File: config.mk
export PLATFORM = sky130hd
export DESIGN_NAME = layer7_pixel_buffer
export DESIGN_NICKNAME = d
export VERILOG_FILES = /design/src/rtl/layer7_pixel_buffer.sv
export SDC_FILE = /design/constraint.sdc
export NUM_CORES = 2
export LEC_CHECK = 0
export BUFFER_PORTS_ARGS = -buffer_cell sky130_fd_sc_hd__buf_2
export CAP_MARGIN = 15
export CORE_ASPECT_RATIO = 1.75
export CORE_UTILIZATION = 48
export CTS_CLUSTER_DIAMETER = 120
export DETAILED_ROUTE_END_ITERATION = 8
export HOLD_SLACK_MARGIN = 0.06
export SYNTH_ARGS = -nofsm -noshare
export SYNTH_HDL_FRONTEND = slang
export SYNTH_SLANG_ARGS = --single-unit
File: constraint.sdc
create_clock -name clk -period 18.2 [get_ports clk]
set_input_delay 3.64 -clock clk [delete_from_list [all_inputs] [get_ports clk]]
set_output_delay 3.64 -clock clk [all_outputs]
set_load 0.005 [all_outputs]
File: src/rtl/layer7_pixel_buffer.sv
// layer7_pixel_buffer
//   Frame buffer holding ROWS x COLS pixel vectors for the layer-7 engine.
//   A producer fills the buffer in raster order. When the last vector lands,
//   the buffer pulses pixel_store_done and then refuses writes until the
//   consumer signals layer7_calculation_done. Reads are served in every state
//   with one cycle of latency. Out-of-range reads return zero.
//
// Optional feature macro: LAYER7_PIXBUF_ADDR_CHECK_EN
//   When defined, adds the sticky addr_error output. It is set by an
//   out-of-range read, or by a write_valid presented while write_ready is low.
//
// Ports
//   clk                      clock, rising edge
//   rst                      synchronous active-high reset
//   write_valid/write_data   producer pixel vector, raster order
//   write_ready              buffer accepts a write this cycle
//   pixel_store_done         one-cycle pulse when the frame is complete
//   read_pixel_signal        consumer read strobe
//   read_row_addr/col_addr   read coordinates
//   input_data               registered read data
//   layer7_calculation_done  consumer releases the buffer (honoured in FULL only)
//   addr_error               sticky error flag (macro builds only)
module layer7_pixel_buffer #(
    parameter int unsigned ROWS   = 5,
    parameter int unsigned COLS   = 5,
    parameter int unsigned DATA_W = 128
) (
    input  logic              clk,
    input  logic              rst,
    input  logic              write_valid,
    input  logic [DATA_W-1:0] write_data,
    output logic              write_ready,
    output logic              pixel_store_done,
    input  logic              read_pixel_signal,
    input  logic [15:0]       read_row_addr,
    input  logic [15:0]       read_col_addr,
    output logic [DATA_W-1:0] input_data,
    input  logic              layer7_calculation_done
`ifdef LAYER7_PIXBUF_ADDR_CHECK_EN
    ,
    output logic              addr_error
`endif
);

    localparam int unsigned Depth   = ROWS * COLS;
    localparam int unsigned AddrW   = (Depth > 1) ? $clog2(Depth) : 1;
    localparam logic [15:0] LastRow = 16'(ROWS - 1);
    localparam logic [15:0] LastCol = 16'(COLS - 1);

    typedef enum logic [1:0] {
        FILL = 2'd0,
        DONE = 2'd1,
        FULL = 2'd2
    } state_t;

    state_t            state;
    logic [15:0]       wr_row;
    logic [15:0]       wr_col;
    logic [AddrW-1:0]  wr_addr;   // linear twin of (wr_row, wr_col)
    logic [DATA_W-1:0] mem [Depth];

    logic             write_en;
    logic             rd_in_range;
    logic [AddrW-1:0] rd_addr;

    assign write_en    = write_ready && write_valid;
    assign rd_in_range = (read_row_addr < 16'(ROWS)) && (read_col_addr < 16'(COLS));
    assign rd_addr     = AddrW'(32'(read_row_addr) * COLS + 32'(read_col_addr));

    // Control FSM; write_ready and pixel_store_done are registered with the state.
    always_ff @(posedge clk) begin
        if (rst) begin
            state            <= FILL;
            wr_row           <= '0;
            wr_col           <= '0;
            wr_addr          <= '0;
            write_ready      <= 1'b1;
            pixel_store_done <= 1'b0;
        end else begin
            case (state)
                FILL: begin
                    if (write_valid) begin
                        if (wr_row == LastRow && wr_col == LastCol) begin
                            state            <= DONE;
                            wr_row           <= '0;
                            wr_col           <= '0;
                            wr_addr          <= '0;
                            write_ready      <= 1'b0;
                            pixel_store_done <= 1'b1;
                        end else begin
                            wr_addr <= wr_addr + 1'b1;
                            if (wr_col == LastCol) begin
                                wr_col <= '0;
                                wr_row <= wr_row + 16'd1;
                            end else begin
                                wr_col <= wr_col + 16'd1;
                            end
                        end
                    end
                end
                DONE: begin
                    state            <= FULL;
                    pixel_store_done <= 1'b0;
                end
                FULL: begin
                    // Any write offered in this cycle is dropped: write_ready is still low.
                    if (layer7_calculation_done) begin
                        state       <= FILL;
                        write_ready <= 1'b1;
                    end
                end
                default: begin
                    state            <= FILL;
                    write_ready      <= 1'b1;
                    pixel_store_done <= 1'b0;
                end
            endcase
        end
    end

    // Storage is deliberately not reset so it can map onto SRAM.
    always_ff @(posedge clk) begin
        if (write_en) begin
            mem[wr_addr] <= write_data;
        end
    end

    // Non-blocking read of mem gives read-before-write on a same-address collision.
    always_ff @(posedge clk) begin
        if (rst) begin
            input_data <= '0;
        end else if (read_pixel_signal) begin
            input_data <= rd_in_range ? mem[rd_addr] : '0;
        end
    end

`ifdef LAYER7_PIXBUF_ADDR_CHECK_EN
    always_ff @(posedge clk) begin
        if (rst) begin
            addr_error <= 1'b0;
        end else if ((read_pixel_signal && !rd_in_range) || (write_valid && !write_ready)) begin
            addr_error <= 1'b1;
        end
    end
`endif

endmodule
# Word-level counts from Yosys, hierarchy flattened
# Memory sizes are Yosys's and may differ from the RTL's.
# Index checks and enable logic that the tools add are counted.
op_classes:
  n_addsub: 4
  multipliers: 1
  magnitude_cmp: 2
  eq_ne: 7
  mux: 19
  bitwise_logic: 2
  reduce_logical: 10
op_table:
  columns: ["operator", "count"]
  rows:
  - ["two-way mux 128 bit", 1]
  - ["two-way mux 16 bit", 4]
  - ["adder 16 x 1 -> 16 bit, second input constant", 2]
  - ["== test 16 x 3 -> 1 bit, second input constant", 2]
  - ["less-than comparator 16 x 3 -> 1 bit, second input constant", 2]
  - ["multiplier 16 x 3 -> 5 bit, second input constant", 1]
  - ["AND reduction 3 bit", 3]
  - ["two-way mux 1 bit", 7]
  - ["two-way mux 2 bit", 3]
  - ["!= test 2 bit, second input constant", 3]
  - ["one-hot mux 2 bit (3 select lines)", 1]
  - ["adder 5 x 1 -> 5 bit, second input constant", 1]
  - ["adder 5 bit", 1]
  - ["two-way mux 5 bit", 1]
  - ["AND reduction 4 bit", 1]
  - ["logical AND 1 bit", 3]
  - ["one-hot mux 1 bit (3 select lines)", 1]
  - ["== test 2 x 1 -> 1 bit, second input constant", 1]
  - ["== test 2 bit, second input constant", 1]
  - ["zero test 2 bit", 1]
  - ["NOT 1 bit", 2]
  - ["one-hot mux 1 bit (2 select lines)", 1]
  - ["AND reduction 2 bit", 1]
  - ["nonzero test 2 bit", 1]
word_totals:
  ff_bits: 169
  ram_bits: 3200
  input_bits: 165
  out_inout_bits: 130
  wordCells: 53
  memories: 1
memory_table:
  columns: ["name", "words", "word_bits", "rd", "rd_ports_with_merged_regs", "wr", "line", "rtl"]
  rows:
  - ["mem", 25, 128, 1, 0, 1, "60", "logic [DATA_W-1:0] mem [Depth];"]

# Depth between registers and ports, before layout
logic_depth:
  word_depth: 5
  mapped_depth: 11
  ltp_nobuf: 8

# Worst setup path after synthesis
# No wires, ideal clock.
synth_path:
  path_type: "input to register"
  start: "input port write_valid"
  end: "memory mem[24][0] (enable)"
  setup_ps: 772
  arrival_time_ps: 12569
  required_time_ps: 17428
  path_slack_ps: 4859
  cell_stages: 2
  path_buffers: 0
  path_cell_list: "nand3_1 nor3_1"
synth_between:
  elab_chain_len: 3
synth_lines:
  columns: ["item", "line", "rtl"]
  rows:
  - ["start, declared", "30", "input logic write_valid,"]
  - ["logical AND 1 bit", "66", "assign write_en = write_ready && write_valid;"]
  - ["two-way mux 1 bit", "123", "if (write_en) begin"]
  - ["two-way mux 1 bit (not written as such)", "124", "mem[wr_addr] <= write_data;"]
  - ["end, declared", "60", null]
# No other way between the ends.

# Worst setup path after layout
layout_path:
  start: "input port read_row_addr[0]"
  end: "register input_data[59]"
layout_between:
  elab_chain_len: 4
  elab_cells_between_ends: 6
  classes_between: "add/sub (1); mul (1); order compare (1); mux (1); reduce/logical (1); memory (1)"
layout_lines:
  columns: ["item", "line", "rtl"]
  rows:
  - ["start, declared", "35", "input logic [15:0] read_row_addr,"]
  - ["multiplier 16 x 3 -> 5 bit", "68", "assign rd_addr = AddrW'(32'(read_row_addr) * COLS + 32'(read_col_addr));"]
  - ["adder 5 bit", "68", null]
  - ["memory read (25 x 128 bit)", null, null]
  - ["two-way mux 128 bit *", "133", "input_data <= rd_in_range ? mem[rd_addr] : '0;"]
  - ["end signal, assigned", "133", null]
  - ["end, declared", "37", "output logic [DATA_W-1:0] input_data,"]
# Mark *: on every way between the ends. The rest lies on a longest branch, timed or not.
# A chain may end at the register's enable or synchronous reset.

==> results by group <==
Run status
  • Outcome: finished clean

Yosys
  • Mux cell area share after synthesis: 14.6%
  • #FFs+latches synth: 3369
  • Syn_area_per_cell: 22.0 um2
  • Synth Area in Compound Gates: 2.04%
  • Largest family of logic cells by synthesized area: multiplexers
  • Synth unique cells: 41
  • Share of synthesized registers carrying an async set or reset: 0%
  • Register area share after synthesis: 78.1%
  • Post-Synth XOR/XNOR Area: 0.190%
  • Dominant synthesized flop cell: edfxtp_1
  • Mapped Cells: 5797
  • Synth Area in Adders: 0.189%
  • Syn_nets: 5980
  • Cell Area, Synth: 127000 um2
  • Number of synthesized flops with an enable pin: 3200
  • Yosys warnings: 0
  • Post-Synth Simple-Gate Area: 3.56%

Route
  • Initial DRC count: 6562
  • Routed length per placed instance: 33.8 um
  • DRT Pass-1 Iters: 9
  • DRC Markers: 0
  • Antenna-violating nets left: 0
  • Vias/cell: 6.41
  • Vias: 63500
  • WL final: 335000 um

Clock network
  • H-tree levels: 5
  • Clock tree from TritonCTS: yes
  • Post-CTS setup repair buffer count: 0
  • Worst skew pair latency: 0.87 ns
  • Clock buffer depth: 4
  • CTS buffer count: 306
  • Worst-path clk slew: 0.07 ns
  • # hold bufs at CTS: 0
  • Post-CTS sizing: 0
  • Clock sink total: 3369
  • CTS root buffer: clkbuf_16

Setup path
  • R2r startpoint: wr_addr[1]$_SDFFE_PP0P_
  • CP Data Required Time: 18.94 ns
  • Most frequent CP cell: buf_4
  • Type of origin of the critical path: input port
  • Reg2reg end: mem[7][55]$_DFFE_PP_
  • Flop2flop setup slack: 13.51 ns
  • Critical path arrival: 8.88 ns
  • Max FO, Critical Path: 58
  • Critical Path Max Stage Delay: 0.82 ns
  • Setup crit end kind: register
  • Reg2reg path depth: 6
  • Cells along the critical path: buf_2 > ha_1 > ha_1 > fa_4 > buf_4 > buf_4 > buf_4 > buf_4 > mux4_2 > a222oi_1 > mux2i_1 > a22o_1
  • Critical path's slowest cell: fa_4
  • CP Class: in2reg

STA
  • Peak Freq: 0.123 GHz
  • Final hold vios: 0
  • Final Setup Violations: 0
  • Worst-margin pin slew: 1.26 ns
  • Final period utilization: 44.7%
  • Fin crit period: 8.13 ns
  • Unrepaired setup endpoints after global routing: no
  • Worst clock skew: 0.0409 ns
  • Slew headroom: 16.2%
  • TNS Setup: 0 ns
  • Max Slew Vio Count: 0

Power
  • Switching share of power: 24.5%
  • Power share of the sequential group: 49.6%
  • Int Pwr: 13.0 mW
  • Lkg Pwr: 44.8 nW
  • Clock power share: 37.5%
  • Worst vdd ir: 131 uV
  • P per Cell Area: 120 nW/um2
  • Sw Pwr: 4.21 mW
  • Comb power frac: 12.9%

Placed design
  • Cells after DPL: 9346
  • HPWL Detailed: 156000 um
  • Routability cong.: 0.743
  • PortBufs: 294
  • Placed inst area: 133000 um2

Cells and area
  • Post-Layout Inst Area: 143000 um2
  • Final Non-Filler Cells: 9911
  • Layout cells sized above 1: 25.8%
  • Fillers: 20000
  • Area Overhead vs Synth: 12.3%
  • Nets: 6323

GRT
  • Grt total ovfl: 0
  • GRT Total Usage: 25.1%
  • Met2 global-route usage: 42.8%
  • First-pass GRT wire length: 478000 um
  • GR Util met3: 4.03%
  • Initial antenna violation count: 66
  • Pin count of the biggest net entering global routing: 158
  • Grt peak-use layer: met2
  • Met1 Usage GRT: 34.0%
  • Vias in the first global route: 65700

Die
  • Die width: 391 um
  • DIE AREA: 267000 um2
  • I/O pins: 295
  • Rows: 249
  • Core area: 263000 um2
  • Chip Height: 683 um
  • Initial core utilization: 48.4%

Hold path
  • Hold Path Sink: input_data[126]$_SDFFE_PP0P_
  • HP Class: reg2reg
  • Hold Path Depth: 1
  • Hold path start: input_data[126]$_SDFFE_PP0P_

Run
  • # Max-Cap Violations: 0
==> cell usage in the layout, fill, tap and decap left out, types with 23 or more instances in the layout <==
cell type / netlist / layout
buf_4: 12 / 90
clkinv_1: 0 / 49
nor2_4: 0 / 26
bufinv_16: 0 / 26
clkbuf_1: 199 / 73
edfxtp_1: 3200 / 3200
buf_2: 103 / 294
mux2i_1: 129 / 129
nand2_1: 23 / 23
buf_12: 0 / 29
clkinv_2: 0 / 36
a22o_1: 128 / 128
and4_1: 132 / 132
dfxtp_1: 169 / 169
nor2_1: 58 / 31
a222oi_1: 128 / 128
mux4_2: 768 / 768
clkbuf_16: 0 / 315
nand3_1: 525 / 525
==> metal layers <==
layer  part of all wire (%)  vias up
met2                     51     2646
met5                  0.099        -
met4                    2.2       44
met3                    7.8      552
li1                       -    25500
met1                     39    34800
==> critical path: cells and delay by family <==
kind / cells / cell delay, ns
compound gates: 2 / 0.57
buf+inv: 5 / 2.64
mux: 2 / 0.48
fa+ha+maj: 3 / 1.42
==> power groups by stage <==
stage                     Combinational (mW)  Clock, mW  Sequential, mW
after floorplan                         1.45          0            8.71
after global placement                  2.22          0            8.70
after detailed placement                2.24          0            8.70
after CTS                               2.25       6.55            8.53
after global routing                    2.36       6.80            8.53
final                                   2.22       6.45            8.53
==> per-stage QoR <==
| step | hold WS [ns] | total power, mW | utilization [%] | worst slack [ns] |
|---|---|---|---|---|
| after floorplan | 0.454 | 10.2 | - | 4.86 |
| after global placement | 0.457 | 10.9 | 50.6 | 9.19 |
| after detailed placement | 0.457 | 10.9 | 50.6 | 9.19 |
| after CTS | 0.473 | 17.3 | 54.3 | 10.10 |
| after global routing | 0.495 | 17.7 | 54.3 | 9.91 |
| final | 0.470 | 17.2 | 54.3 | 10.07 |
==> synthesized netlist by cell type (all sizes together), types with 15 or more instances <==
library cell	n	area share [%]
dfxtp	169	2.7
buf	178	0.70
xor2	15	0.10
a22o	128	0.88
ha	16	0.16
nand3	525	2.1
nand2	23	0.068
mux2i	129	1.0
mux4	768	14
and4	132	0.91
clkbuf	200	0.59
a222oi	128	1.0
a21oi	20	0.079
nor2	58	0.17
edfxtp	3200	75
==> flip-flops by register name, summed over array words and instances (netlist names) <==
signal / flops
mem: 3200
input_data: 128
wr_addr: 5
wr_row: 16
pixel_store_done: 1
wr_col: 16
write_ready: 1
state: 2
==> worst max-delay path by stage <==
stage,startpoint,to,slack [ns],cells past startpoint
floorplan,write_valid,mem[24][0]$_DFFE_PP_,4.86,2
global placement,read_row_addr[0],input_data[55]$_SDFFE_PP0P_,9.19,12
detailed placement,read_row_addr[0],input_data[59]$_SDFFE_PP0P_,9.19,12
CTS,read_row_addr[0],input_data[59]$_SDFFE_PP0P_,10.10,12
global route,read_row_addr[0],input_data[55]$_SDFFE_PP0P_,9.91,12
finish,read_row_addr[0],input_data[59]$_SDFFE_PP0P_,10.07,12
==> cell type report <==
type | instances | area (um2) | area share (%)
multi-input combinational | 2040 | 26500 | 18.5
timing repair buffer | 413 | 2730 | 1.91
sequential | 3369 | 99500 | 69.6
antenna | 18 | 45.0 | 0.0315
clock buffer | 410 | 8460 | 5.92
tap | 3514 | 4400 | 3.07
clock inverter | 137 | 1380 | 0.962
inverter | 10 | 45.0 | 0.0315
==> cells by family (layout without fill, tap and decap cells) <==
family                   Yosys count  count (layout)
AO/OA/AOI/OAI                    293             293
XOR/XNOR                          26              26
AND/OR/NAND/NOR                  806             806
adder cells (fa/ha/maj)           18              18
other                              0              18
flip-flops                      3369            3369
buffers and inverters            388             970
multiplexers                     897             897
(Power assumes the default switching activity.)
